### config.mk
export PLATFORM = sky130hd
export DESIGN_NAME = regfile_mp_flat
export DESIGN_NICKNAME = d
export VERILOG_FILES = /design/src/rtl/regfile_mp_if.sv /design/src/rtl/regfile_mp.sv /design/src/flat_wrapper.sv
export SDC_FILE = /design/constraint.sdc
export NUM_CORES = 1
export LEC_CHECK = 0
export BUFFER_PORTS_ARGS = -buffer_cell sky130_fd_sc_hd__buf_4
export CORE_MARGIN = 5
export CORE_UTILIZATION = 40
export DETAILED_ROUTE_END_ITERATION = 10
export GPL_ROUTABILITY_DRIVEN = 0
export SLEW_MARGIN = 25
export SYNTH_ARGS = -nofsm -noshare
export SYNTH_HDL_FRONTEND = slang
export SYNTH_SLANG_ARGS = --single-unit
export TNS_END_PERCENT = 30
### constraint.sdc
create_clock -name clk -period 4.5 [get_ports clk]
set_clock_uncertainty 0.05 [all_clocks]
set_input_delay 0.45 -clock clk [delete_from_list [all_inputs] [get_ports clk]]
set_output_delay 0.45 -clock clk [all_outputs]
set_load 0.01 [all_outputs]
### src/rtl/regfile_mp_if.sv
// regfile_mp_if: write port, packed read ports and status outputs of the register file
interface regfile_mp_if #(
  parameter int WIDTH      = 16,
  parameter int REG_BITS   = 5,
  parameter int READ_PORTS = 2
);
  logic                           reg_write;
  logic [REG_BITS-1:0]            write_index;
  logic [WIDTH-1:0]               write_data;
  logic [READ_PORTS*REG_BITS-1:0] read_index;
  logic [READ_PORTS*WIDTH-1:0]    read_data;
  logic                           busy;
  logic                           write_dropped;
  modport master (
    output reg_write, write_index, write_data, read_index,
    input  read_data, busy, write_dropped
  );
  modport slave (
    input  reg_write, write_index, write_data, read_index,
    output read_data, busy, write_dropped
  );
endinterface

### src/rtl/regfile_mp.sv
// regfile_mp: multi-read-port register file, r0 hardwired to zero, optional
// write-to-read bypass and a post-reset zeroing sweep over entries 1..DEPTH-1.
module regfile_mp #(
  parameter int WIDTH          = 16,
  parameter int REG_BITS       = 5,
  parameter int DEPTH          = 17,
  parameter int READ_PORTS     = 2,
  parameter int BYPASS         = 1,
  parameter int CLEAR_ON_RESET = 1
) (
  input logic           clk,
  input logic           reset_n,
  regfile_mp_if.slave   bus
);
  typedef enum logic {CLEAR, READY} state_t;
  state_t              state_q;
  logic [REG_BITS-1:0] cnt_q;
  logic                busy_q;
  logic                drop_q;
  logic [WIDTH-1:0]    mem_q [DEPTH];
  logic                wr_ok;
  function automatic logic valid(input logic [REG_BITS-1:0] i);
    return i != '0 && 32'(i) < 32'(DEPTH);
  endfunction
  assign wr_ok = state_q == READY && bus.reg_write && valid(bus.write_index);
  always_ff @(posedge clk or negedge reset_n)
    if (!reset_n) begin
      state_q <= CLEAR_ON_RESET != 0 ? CLEAR : READY;
      cnt_q   <= REG_BITS'(1);
      busy_q  <= CLEAR_ON_RESET != 0;
      drop_q  <= 1'b0;
    end else begin
      drop_q <= bus.reg_write && bus.write_index != '0 && (busy_q || !valid(bus.write_index));
      if (state_q == CLEAR) begin
        cnt_q <= cnt_q + 1'b1;
        if (32'(cnt_q) == 32'(DEPTH - 1)) begin
          state_q <= READY;
          busy_q  <= 1'b0;
        end
      end
    end
  // the clear sweep owns the write port while busy; user writes are dropped then
  always_ff @(posedge clk)
    if (busy_q || wr_ok)
      mem_q[busy_q ? cnt_q : bus.write_index] <= busy_q ? '0 : bus.write_data;
  for (genvar p = 0; p < READ_PORTS; p++) begin : g_rd
    logic [REG_BITS-1:0] idx;
    assign idx = bus.read_index[p*REG_BITS +: REG_BITS];
    assign bus.read_data[p*WIDTH +: WIDTH] = (busy_q || !valid(idx)) ? '0 :
      (BYPASS != 0 && wr_ok && bus.write_index == idx) ? bus.write_data : mem_q[idx];
  end
  assign bus.busy          = busy_q;
  assign bus.write_dropped = drop_q;
endmodule

### src/flat_wrapper.sv
// flat-port wrapper written by rule: the top's interface ports become plain ports
module regfile_mp_flat 
#(
  parameter int WIDTH          = 16,
  parameter int REG_BITS       = 5,
  parameter int DEPTH          = 17,
  parameter int READ_PORTS     = 2,
  parameter int BYPASS         = 1,
  parameter int CLEAR_ON_RESET = 1
)
  (clk, reset_n, bus_reg_write, bus_write_index, bus_write_data, bus_read_index, bus_read_data, bus_busy, bus_write_dropped);
  regfile_mp_if #(.WIDTH(WIDTH), .REG_BITS(REG_BITS), .READ_PORTS(READ_PORTS)) bus_i ();
  input logic clk;
  input logic reset_n;
  input wire logic [$bits(bus_i.reg_write)-1:0] bus_reg_write;
  input wire logic [$bits(bus_i.write_index)-1:0] bus_write_index;
  input wire logic [$bits(bus_i.write_data)-1:0] bus_write_data;
  input wire logic [$bits(bus_i.read_index)-1:0] bus_read_index;
  output wire logic [$bits(bus_i.read_data)-1:0] bus_read_data;
  output wire logic [$bits(bus_i.busy)-1:0] bus_busy;
  output wire logic [$bits(bus_i.write_dropped)-1:0] bus_write_dropped;
  assign bus_i.reg_write = bus_reg_write;
  assign bus_i.write_index = bus_write_index;
  assign bus_i.write_data = bus_write_data;
  assign bus_i.read_index = bus_read_index;
  assign bus_read_data = bus_i.read_data;
  assign bus_busy = bus_i.busy;
  assign bus_write_dropped = bus_i.write_dropped;
  regfile_mp #(.WIDTH(WIDTH), .REG_BITS(REG_BITS), .DEPTH(DEPTH), .READ_PORTS(READ_PORTS), .BYPASS(BYPASS), .CLEAR_ON_RESET(CLEAR_ON_RESET)) u_core (.clk(clk), .reset_n(reset_n), .bus(bus_i));
endmodule
==> flow_metrics.env, run 1 <==
export IMPL_slowest_delay_ns=0.81
export IMPL_filler_cell_count=3018
export IMPL_syn_nets=935
export IMPL_drive_gt1_frac=0.2943
export IMPL_worstPathCellList="buf_4, or4_1, nor3b_1, o211ai_4, buf_4, nor2_1, a211oi_2, buf_4"
export IMPL_dp_hpwl_microns=24610
export IMPL_hp_class="in2reg"
export IMPL_seq_area_frac_synth=0.5936
export IMPL_end_kind="primary output"
export IMPL_critPathMaxFanout=25
export IMPL_cts_setup_buffers=0
export IMPL_rows=68
export IMPL_drtIter0Drc=941
export IMPL_setup_tns_ns=0
export IMPL_worst_slew_pin_slew_ns=1.068
export IMPL_via_per_inst=6.174
export IMPL_ctsHoldBuffers=1
export IMPL_min_period_ns=3.542
export IMPL_yosys_register_bits=280
export IMPL_synth_edf_count=272
export IMPL_crit_buf_inv=3
export IMPL_dieHeight_microns=197.8
export IMPL_status="complete, no violations"
export IMPL_dr_pass1_iters=5
export IMPL_syn_instance_count=899
export IMPL_cts_sinks=280
export IMPL_clock_path_buffers=3
export IMPL_avgSynthCellArea_sq_um=15.69
export IMPL_yosysTopAreaCellShare=0.5792
export IMPL_finalCritPeriodShare=0.7870
export IMPL_yosys_top_cells_area="edfxtp_1 (58%), mux4_2 (12%), mux2i_1 (7.5%)"
export IMPL_grt_use_total=0.2046
export IMPL_cpLargestDelayFamily="compound AO/OA/AOI/OAI gates"
export IMPL_dr_total_vias=8872
export IMPL_antenna_left=0
export IMPL_setup_worst_path_start_class="input port"
export IMPL_grt_setup_unrepaired="no"
export IMPL_p_leak_nw=5.340
export IMPL_cp_common_cell="buf_4"
export IMPL_coreArea_sq_um=34710
export IMPL_clock_tree_root_cell="clkbuf_16"
export IMPL_grt_pass1_wl_microns=59650
export IMPL_required_ns=4.00
export IMPL_io_buffers=67
export IMPL_cts_resized_gates=0
export IMPL_dieArea_sq_um=39110
export IMPL_cts_tree="built"
export IMPL_clk_pin_slew_ns=0.06
export IMPL_wl_microns=40540
export IMPL_fp_dieW_microns=197.8
export IMPL_design_portCount=68
export IMPL_grt_pass1_vias=9014
export IMPL_nets=997
export IMPL_path_class="in2out"
export IMPL_synth_warnings=0
export IMPL_p_per_area_nw_per_um2=347.4
export IMPL_initial_core_util=0.4062
export IMPL_hold_slack_ns=0.1285
export IMPL_antenna_found_initial=0
export IMPL_finalHoldViolations=0
export IMPL_setup_violations=0
export IMPL_yosys_area_top_type="edfxtp_1"
export IMPL_ir_drop_v=0.0002333
export IMPL_ys_flop_type="edfxtp_1"
export IMPL_areaGrowthSynthToFinish_pct=13.06
export IMPL_grt_max_degree=37
export IMPL_worstPathArrival_ns=3.04
export IMPL_max_freq_mhz=282.4
export IMPL_insertion_delay_ns=0.54
export IMPL_max_slew_margin=0.2866
export IMPL_numCtsBuffers=28
export IMPL_synth_cell_types=54
export IMPL_maxSlewViolCount=0
export IMPL_asyncSetResetFlopFracSynth=0.02857
export IMPL_overflow=0
export IMPL_htree_levels=1
export IMPL_cap_violations=0
export IMPL_wl_per_cell_microns=28.21
export IMPL_n_antenna_cell=0
export IMPL_syn_area_sq_um=14100
export IMPL_crit_slowest_cell="o211ai_4"
export IMPL_drc=0
[power breakdown]
group / switching [W] / leakage [nW] / internal [W]
sequential: 0.00000409 / 2.54 / 0.00287
clock: 0.000953 / 0.394 / 0.00115
combinational: 0.000331 / 2.41 / 0.000234
total: 0.00129 / 5.34 / 0.00425
[synth_stat cells (5+ instances only)]
| cell | number |
|---|---|
| o221ai_1 | 25 |
| nor2b_1 | 38 |
| dfrtp_1 | 6 |
| inv_1 | 5 |
| buf_4 | 10 |
| buf_8 | 5 |
| nor2_1 | 40 |
| a211oi_2 | 15 |
| nand3_1 | 11 |
| buf_6 | 5 |
| mux4_2 | 78 |
| o22ai_1 | 7 |
| o21ai_0 | 11 |
| nand2_1 | 39 |
| a22oi_1 | 14 |
| nand2b_1 | 6 |
| a221oi_1 | 9 |
| mux2_2 | 17 |
| a211oi_1 | 15 |
| edfxtp_1 | 272 |
| clkbuf_1 | 30 |
| xnor2_1 | 11 |
| a21oi_1 | 24 |
| mux2i_1 | 105 |
| buf_2 | 23 |
| a22o_1 | 11 |
| a31oi_1 | 6 |
| o41ai_1 | 7 |
| o31a_1 | 13 |
[through the flow]
step	area, sq um	power [W]	utilization	instances	worst slack [ns]
after CTS	15920	0.005574	0.4586	1437	0.9415
final	15940	0.005539	0.4593	1437	0.9583
after floorplan	14100	0.003295	-	899	1.144
after global placement	15100	0.003493	0.4349	1385	0.9543
after detailed placement	15100	0.003495	0.4349	1385	0.9538
after global routing	15940	0.005724	0.4593	1437	0.8768
[cells by family after synthesis]
| family | after synthesis | share of synthesized area |
|---|---|---|
| XOR/XNOR | 15 | 0.009316 |
| buffers and inverters | 82 | 0.03327 |
| flip-flops | 280 | 0.5936 |
| adder cells (fa/ha/maj) | 2 | 0.001774 |
| AND/OR/NAND/NOR | 148 | 0.05084 |
| AO/OA/AOI/OAI | 172 | 0.09857 |
| multiplexers | 200 | 0.2127 |
[layer usage]
layer / wire (microns) / vias up / global-route usage / part of all wire
met2: 20300 / 338 / 0.3517 / 0.50
met5: 0 / - / 0 / 0
met4: 1023 / 0 / 0.05381 / 0.025
met3: 2795 / 71 / 0.02552 / 0.069
met1: 16420 / 4670 / 0.2773 / 0.41
li1: - / 3793 / - / -
[registers in the layout (all words and copies together) (netlist names)]
name,flops
u_core.mem_q,272
u_core.cnt_q,5
u_core.bus.write_dropped,1
u_core.state_q,1
u_core.bus.busy,1
[path summary, 6_finish.rpt]
check / from / end / slack, ns / cells after the start
worst max-delay path: bus_write_index[1] / bus_read_data[17] / 0.96 / 8
worst min-delay path: bus_reg_write / u_core.bus.write_dropped$_DFF_PN0_ / 0.13 / 2
worst max register to register: u_core.bus.busy$_DFFE_PN1P_ / u_core.mem_q[10][13]$_DFFE_PP_ / 1.69 / 5
worst min register to register: u_core.cnt_q[0]$_DFFE_PN1N_ / u_core.cnt_q[0]$_DFFE_PN1N_ / 0.47 / 1
max in group asynchronous: reset_n / u_core.bus.busy$_DFFE_PN1P_ / 3.97 / 2
min in group asynchronous: reset_n / u_core.bus.write_dropped$_DFF_PN0_ / 0.21 / 2
[layout by cell type, fill, tap and decap left out, types with 16 or more instances in the layout]
| cell | netlist | routed |
|---|---|---|
| mux4_2 | 78 | 78 |
| buf_4 | 10 | 105 |
| nor2_2 | 0 | 16 |
| nor2_1 | 40 | 24 |
| a21oi_1 | 24 | 24 |
| edfxtp_1 | 272 | 272 |
| o221ai_1 | 25 | 25 |
| nand2_1 | 39 | 39 |
| mux2_2 | 17 | 17 |
| mux2i_1 | 105 | 105 |
| nor2b_1 | 38 | 28 |
| clkbuf_16 | 0 | 28 |
[final cells by class]
class | count | area (sq um) | share of cell area
Tap cell | 455 | 569.3 | 0.03571
Clock buffer | 37 | 734.5 | 0.04606
Timing Repair Buffer | 108 | 838.3 | 0.05258
Clock inverter | 14 | 76.32 | 0.004787
Multi-Input combinational cell | 537 | 5333 | 0.3345
Inverter | 6 | 22.52 | 0.001413
Sequential cell | 280 | 8371 | 0.5250
(Power assumes the default switching activity.)
==> run 2: changes to the inputs <==
==> constraint.sdc (replaced) <==
create_clock -name clk -period 3.3 [get_ports clk]
set_clock_uncertainty 0.05 [all_clocks]
set_input_delay 0.33 -clock clk [delete_from_list [all_inputs] [get_ports clk]]
set_output_delay 0.33 -clock clk [all_outputs]
set_load 0.01 [all_outputs]
==> run 2 against run 1 <==
  * Setup slack worse by 0.75 ns
  * Wire length decreased by 3.5%
  * Hold slack lost 0.085 ns
  * Critical endpoint is now bus_read_data[14]
  * Largest power group unchanged
  * Final cell count is 1.1% higher
  * Design area up 2.6%
  * Non-clock buffer count up 17
  * Highest routed layer unchanged
  * Die area did not move
  * Global-route usage down 0.71 points
  * Combinational power rose by 40%
  * First-iteration DRC count is 3.4% lower
  * Power is 46% higher
==> flow_metrics.env, run 2 (same netlist as run 1, synthesis figures left out) <==
export IMPL_clock_path_buffers=3
export IMPL_regArea_sq_um=8371
export IMPL_numCtsBuffers=28
export IMPL_grt_util_met3=0.02518
export IMPL_grt_pass1_wl_microns=57530
export IMPL_wl_per_cell_microns=26.91
export IMPL_coreArea_sq_um=34710
export IMPL_crit_slowest_cell="or3_1"
export IMPL_rr_endpoint="u_core.mem_q[13][12]$_DFFE_PP_"
export IMPL_slowest_delay_ns=0.69
export IMPL_hold_end="u_core.bus.write_dropped$_DFF_PN0_"
export IMPL_dieArea_sq_um=39110
export IMPL_worstPathCellList="buf_4, or4_1, mux2i_1, or3_1, o21ai_1, a211oi_2, buf_4"
export IMPL_design_portCount=68
export IMPL_crit_buf_inv=2
export IMPL_drive_gt1_frac=0.3126
export IMPL_drc=0
export IMPL_end_kind="primary output"
export IMPL_ir_drop_v=0.0004257
export IMPL_via_per_inst=6.030
export IMPL_p_leak_nw=5.541
export IMPL_path_class="in2out"
export IMPL_worstPathArrival_ns=2.71
export IMPL_nets=1014
export IMPL_rows=68
export IMPL_final_common_cell="edfxtp_1"
export IMPL_reg2regPathDepth=5
export IMPL_multi_input_area_sq_um=5320
export IMPL_filler_cell_count=3004
export IMPL_grt_pass1_vias=8840
export IMPL_overflow=0
export IMPL_min_from="bus_write_index[4]"
export IMPL_fp_dieW_microns=197.8
export IMPL_r2r_setup_slack_ns=0.84
export IMPL_status="complete, no violations"
export IMPL_power_w=0.008099
export IMPL_cts_setup_buffers=0
export IMPL_r2r_start="u_core.bus.busy$_DFFE_PN1P_"
export IMPL_clock_tree_root_cell="clkbuf_16"
export IMPL_antenna_found_initial=0
export IMPL_critPathMaxFanout=17
export IMPL_finalHoldViolations=0
export IMPL_cap_violations=0
export IMPL_grt_max_degree=40
export IMPL_dp_hpwl_microns=24720
export IMPL_min_path_cells=3
export IMPL_setup_tns_ns=0
export IMPL_initial_core_util=0.4062
export IMPL_max_freq_mhz=323.8
export IMPL_final_cell_mix="edfxtp_1 (272), buf_4 (111), mux2i_1 (105)"
export IMPL_finalCritPeriodShare=0.9359
export IMPL_cts_tree="built"
export IMPL_fin_cells=1453
export IMPL_use_met2=0.3278
export IMPL_dr_pass1_iters=5
export IMPL_cp_common_cell="buf_4"
export IMPL_grtUsageMet1=0.2780
export IMPL_drtIter0Drc=909
export IMPL_cts_sinks=280
export IMPL_grt_use_total=0.1975
export IMPL_insertion_delay_ns=0.55
export IMPL_hp_class="in2reg"
export IMPL_worst_slew_pin_slew_ns=1.091
export IMPL_top_register="u_core.mem_q"
export IMPL_cpLargestDelayFamily="simple AND/OR/NAND/NOR gates"
export IMPL_gr_max_usage_layer="met2"
export IMPL_setup_worst_path_start_class="input port"
export IMPL_dr_total_vias=8761
export IMPL_min_period_ns=3.088
export IMPL_required_ns=2.92
export IMPL_dp_cells=1401
export IMPL_areaGrowthSynthToFinish_pct=16.00
export IMPL_clk_pin_slew_ns=0.06
export IMPL_antenna_left=0
export IMPL_setup_violations=0
export IMPL_n_antenna_cell=0
export IMPL_io_buffers=67
export IMPL_maxSlewViolCount=0
export IMPL_largestRegisters="u_core.mem_q: 272 flops, u_core.cnt_q: 5 flops"
export IMPL_largest_reg_flops=272
export IMPL_dieHeight_microns=197.8
export IMPL_wl_microns=39110
export IMPL_max_slew_margin=0.2700
export IMPL_p_per_area_nw_per_um2=495.1
export IMPL_htree_levels=1
export IMPL_grt_setup_unrepaired="no"
-- run 2: worst max path at each step --
stage,startpoint,endpoint,slack [ns],cells after the start
floorplan,bus_write_index[1],u_core.mem_q[16][0]$_DFFE_PP_,0.06,6
global placement,bus_write_index[1],bus_read_data[14],0.21,7
detailed placement,bus_write_index[1],bus_read_data[14],0.18,7
CTS,bus_write_index[1],bus_read_data[14],0.19,7
global route,bus_write_index[1],bus_read_data[14],0.09,7
finish,bus_write_index[1],bus_read_data[14],0.21,7
-- run 2: area by class of cell --
| cell class | count | share of cell area |
|---|---|---|
| flip-flops and latches | 280 | 0.5117 |
| multi-input cells | 537 | 0.3252 |
| repair buffers | 125 | 0.06685 |
| clock buffers | 29 | 0.04436 |
| well taps | 455 | 0.03480 |
| clock inverters | 21 | 0.01568 |
| inverters | 6 | 0.001377 |
-- run 2: where the power goes --
| part | switching [W] | total (W) | internal [W] | leakage, nW |
|---|---|---|---|---|
| combinational | 0.000453 | 0.000792 | 0.000338 | 2.52 |
| clock | 0.00134 | 0.00339 | 0.00205 | 0.478 |
| sequential | 0.00000547 | 0.00392 | 0.00391 | 2.54 |
| total | 0.00179 | 0.00810 | 0.00631 | 5.54 |
-- run 2: per-stage QoR --
stage | utilization | area (sq um) | hold slack [ns] | setup slack, ns
6_report | 0.4712 | 16360 | 0.04396 | 0.2117
5_1_grt | 0.4712 | 16360 | 0.09519 | 0.09092
2_1_floorplan | - | 14100 | -0.01559 | 0.06445
3_3_place_gp | 0.4420 | 15340 | 0.1099 | 0.2070
4_1_cts | 0.4709 | 16350 | 0.02934 | 0.1852
3_5_place_dp | 0.4420 | 15340 | 0.1108 | 0.1817
-- run 2: worst register-to-register path, cell delays in order (launching register included) --
cell,delay (ns)
dfstp_2,0.48
buf_4,0.29
o41ai_1,0.50
nand2_1,0.25
nor2_2,0.15
buf_4,0.36
-- run 2: what timing repair did --
item,in CTS,in global routing
endpoints found under the hold margin,9,0
hold buffers,2,0
gates resized for setup,0,0
-- run 2: layer usage --
| layer | up-vias | part of all wire |
|---|---|---|
| li1 | 3827 | - |
| met1 | 4520 | 0.43 |
| met2 | 354 | 0.49 |
| met3 | 60 | 0.063 |
| met4 | 0 | 0.023 |
| met5 | - | 0 |
==> run 3: changes to the inputs <==
--- a/config.mk
+++ b/config.mk
@@ -8,8 +8,10 @@
 export BUFFER_PORTS_ARGS = -buffer_cell sky130_fd_sc_hd__buf_4
 export CORE_MARGIN = 5
 export CORE_UTILIZATION = 40
+export CTS_BUF_LIST = sky130_fd_sc_hd__clkbuf_2
 export DETAILED_ROUTE_END_ITERATION = 10
 export GPL_ROUTABILITY_DRIVEN = 0
+export SKIP_LAST_GASP = 1
 export SLEW_MARGIN = 25
 export SYNTH_ARGS = -nofsm -noshare
 export SYNTH_HDL_FRONTEND = slang
==> run 3 against run 2 <==
  * First-iteration DRC count is 8.3% lower
  * Via count up 3.6%
  * Wire length up 2.5%
  * Critical endpoint is now bus_read_data[3]
  * Largest cell class unchanged
==> flow_metrics.env, run 3 (same netlist as run 1, synthesis figures left out) <==
export IMPL_status="complete, no violations"
export IMPL_initial_core_util=0.4062
export IMPL_end_kind="primary output"
export IMPL_cts_sinks=280
export IMPL_slowest_delay_ns=0.57
export IMPL_ir_drop_v=0.0001622
export IMPL_worst_slew_pin_slew_ns=1.088
export IMPL_drive_gt1_frac=0.3475
export IMPL_p_per_area_nw_per_um2=435.8
export IMPL_crit_buf_inv=2
export IMPL_design_area_sq_um=16180
export IMPL_drtIter0Drc=834
export IMPL_largest_reg_flops=272
export IMPL_cpLargestDelayFamily="compound AO/OA/AOI/OAI gates"
export IMPL_rows=68
export IMPL_maxSlewViolCount=0
export IMPL_dieHeight_microns=197.8
export IMPL_r2r_start="u_core.bus.busy$_DFFE_PN1P_"
export IMPL_wl_per_cell_microns=26.05
export IMPL_clock_tree_root_cell="clkbuf_2"
export IMPL_grt_use_total=0.2036
export IMPL_max_slew_margin=0.2721
export IMPL_power_share_clock=0.330
export IMPL_antenna_found_initial=3
export IMPL_power_internal_w=0.005225
export IMPL_setup_violations=0
export IMPL_largestRegisters="u_core.mem_q: 272 flops, u_core.cnt_q: 5 flops"
export IMPL_drc=0
export IMPL_regArea_sq_um=8371
export IMPL_coreArea_sq_um=34710
export IMPL_r2r_setup_slack_ns=0.83
export IMPL_path_class="reg2out"
export IMPL_min_period_ns=3.118
export IMPL_cap_violations=0
export IMPL_dp_hpwl_microns=24720
export IMPL_worstPathArrival_ns=2.74
export IMPL_areaGrowthSynthToFinish_pct=14.72
export IMPL_via_per_inst=5.899
export IMPL_final_cell_mix="edfxtp_1 (272), buf_4 (111), mux2i_1 (105)"
export IMPL_critPathMaxFanout=19
export IMPL_cts_tree="built"
export IMPL_top_register="u_core.mem_q"
export IMPL_grt_pass1_wl_microns=58860
export IMPL_required_ns=2.92
export IMPL_grt_setup_unrepaired="no"
export IMPL_wl_microns=40100
export IMPL_finalHoldViolations=0
export IMPL_multi_input_area_sq_um=5328
export IMPL_finalCritPeriodShare=0.9448
export IMPL_swShare=0.2590
export IMPL_rr_endpoint="u_core.mem_q[13][5]$_DFFE_PP_"
export IMPL_dpl_instance_area_sq_um=15340
export IMPL_p_leak_nw=5.617
export IMPL_cp_depth=4
export IMPL_design_portCount=68
export IMPL_htree_levels=3
export IMPL_min_path_cells=2
export IMPL_insertion_delay_ns=0.79
export IMPL_final_common_cell="edfxtp_1"
export IMPL_fp_dieW_microns=197.8
export IMPL_seq_power_share=0.555
export IMPL_hp_class="in2reg"
export IMPL_dr_pass1_iters=7
export IMPL_min_from="bus_write_data[1]"
export IMPL_power_frac_comb=0.115
export IMPL_setup_tns_ns=0
export IMPL_nets=1073
export IMPL_cp_common_cell="buf_4"
export IMPL_worstPathCellList="buf_4, nand2b_2, o41ai_1, buf_4"
export IMPL_io_buffers=67
export IMPL_setup_worst_path_start_class="flip-flop"
export IMPL_antenna_left=0
export IMPL_grt_pass1_vias=9346
export IMPL_p_sw_w=0.001826
export IMPL_overflow=0
export IMPL_cts_setup_buffers=0
export IMPL_clk_pin_slew_ns=0.10
export IMPL_crit_slowest_cell="o41ai_1"
export IMPL_grt_max_degree=40
export IMPL_hold_end="u_core.mem_q[11][1]$_DFFE_PP_"
export IMPL_reg2regPathDepth=5
export IMPL_clock_path_buffers=3
export IMPL_numCtsBuffers=70
export IMPL_max_freq_mhz=320.8
export IMPL_dr_total_vias=9078
export IMPL_dieArea_sq_um=39110
export IMPL_filler_cell_count=3075
## run 3: area by class of cell
cell class	count	share of cell area
Multi-Input combinational cell	537	0.3293
Timing Repair Buffer	142	0.07811
Clock inverter	16	0.007038
Antenna cell	2	0.0003094
Tap cell	455	0.03519
Clock buffer	101	0.03125
Sequential cell	280	0.5174
Inverter	6	0.001392
## run 3: repair_timing
item	in CTS	in global routing
hold buffers	14	5
resized for setup	1	2
endpoints found under the hold margin	167	81
setup endpoints to repair	6	8
## run 3: stage by stage
| stage | worst slack, ns | cells | hold slack, ns | util | power [W] |
|---|---|---|---|---|---|
| 2_1_floorplan | 0.06445 | 899 | -0.01559 | - | 0.004493 |
| 5_1_grt | 0.03516 | 1539 | 0.03426 | 0.4660 | 0.007356 |
| 3_3_place_gp | 0.2070 | 1401 | 0.1099 | 0.4420 | 0.004782 |
| 3_5_place_dp | 0.1817 | 1401 | 0.1108 | 0.4420 | 0.004785 |
| 4_1_cts | 0.03548 | 1532 | 0.01333 | 0.4640 | 0.007131 |
| 6_report | 0.1823 | 1539 | 0.1262 | 0.4660 | 0.007051 |
## run 3: per-layer routing
metal | wire length, microns | vias up | GRT usage
li1 | - | 3983 | -
met1 | 16390 | 4639 | 0.2715
met2 | 19710 | 374 | 0.3335
met3 | 2861 | 80 | 0.04237
met4 | 1107 | 2 | 0.07141
met5 | 21 | - | 0
## run 3: power by group through the flow
stage / clock [W] / sequential (W) / combinational (W)
global route: 0.00258 / 0.00392 / 0.000862
CTS: 0.00241 / 0.00391 / 0.000806
global placement: 0 / 0.00399 / 0.000788
finish: 0.00233 / 0.00391 / 0.000811
detailed placement: 0 / 0.00399 / 0.000790
floorplan: 0 / 0.00399 / 0.000499
## run 3: worst max path at each step
stage	from	endpoint	slack [ns]
final	u_core.bus.busy$_DFFE_PN1P_	bus_read_data[3]	0.18
after CTS	u_core.state_q$_DFF_PN0_	bus_read_data[1]	0.04
after floorplan	bus_write_index[1]	u_core.mem_q[16][0]$_DFFE_PP_	0.06
after detailed placement	bus_write_index[1]	bus_read_data[14]	0.18
after global placement	bus_write_index[1]	bus_read_data[14]	0.21
after global routing	u_core.bus.busy$_DFFE_PN1P_	bus_read_data[2]	0.04
## run 3: worst register-to-register path: stages, from the launching register on
cell	delay [ns]
dfstp_2	0.50
buf_4	0.29
o41ai_1	0.51
nand2_1	0.26
nor2_2	0.15
buf_4	0.37
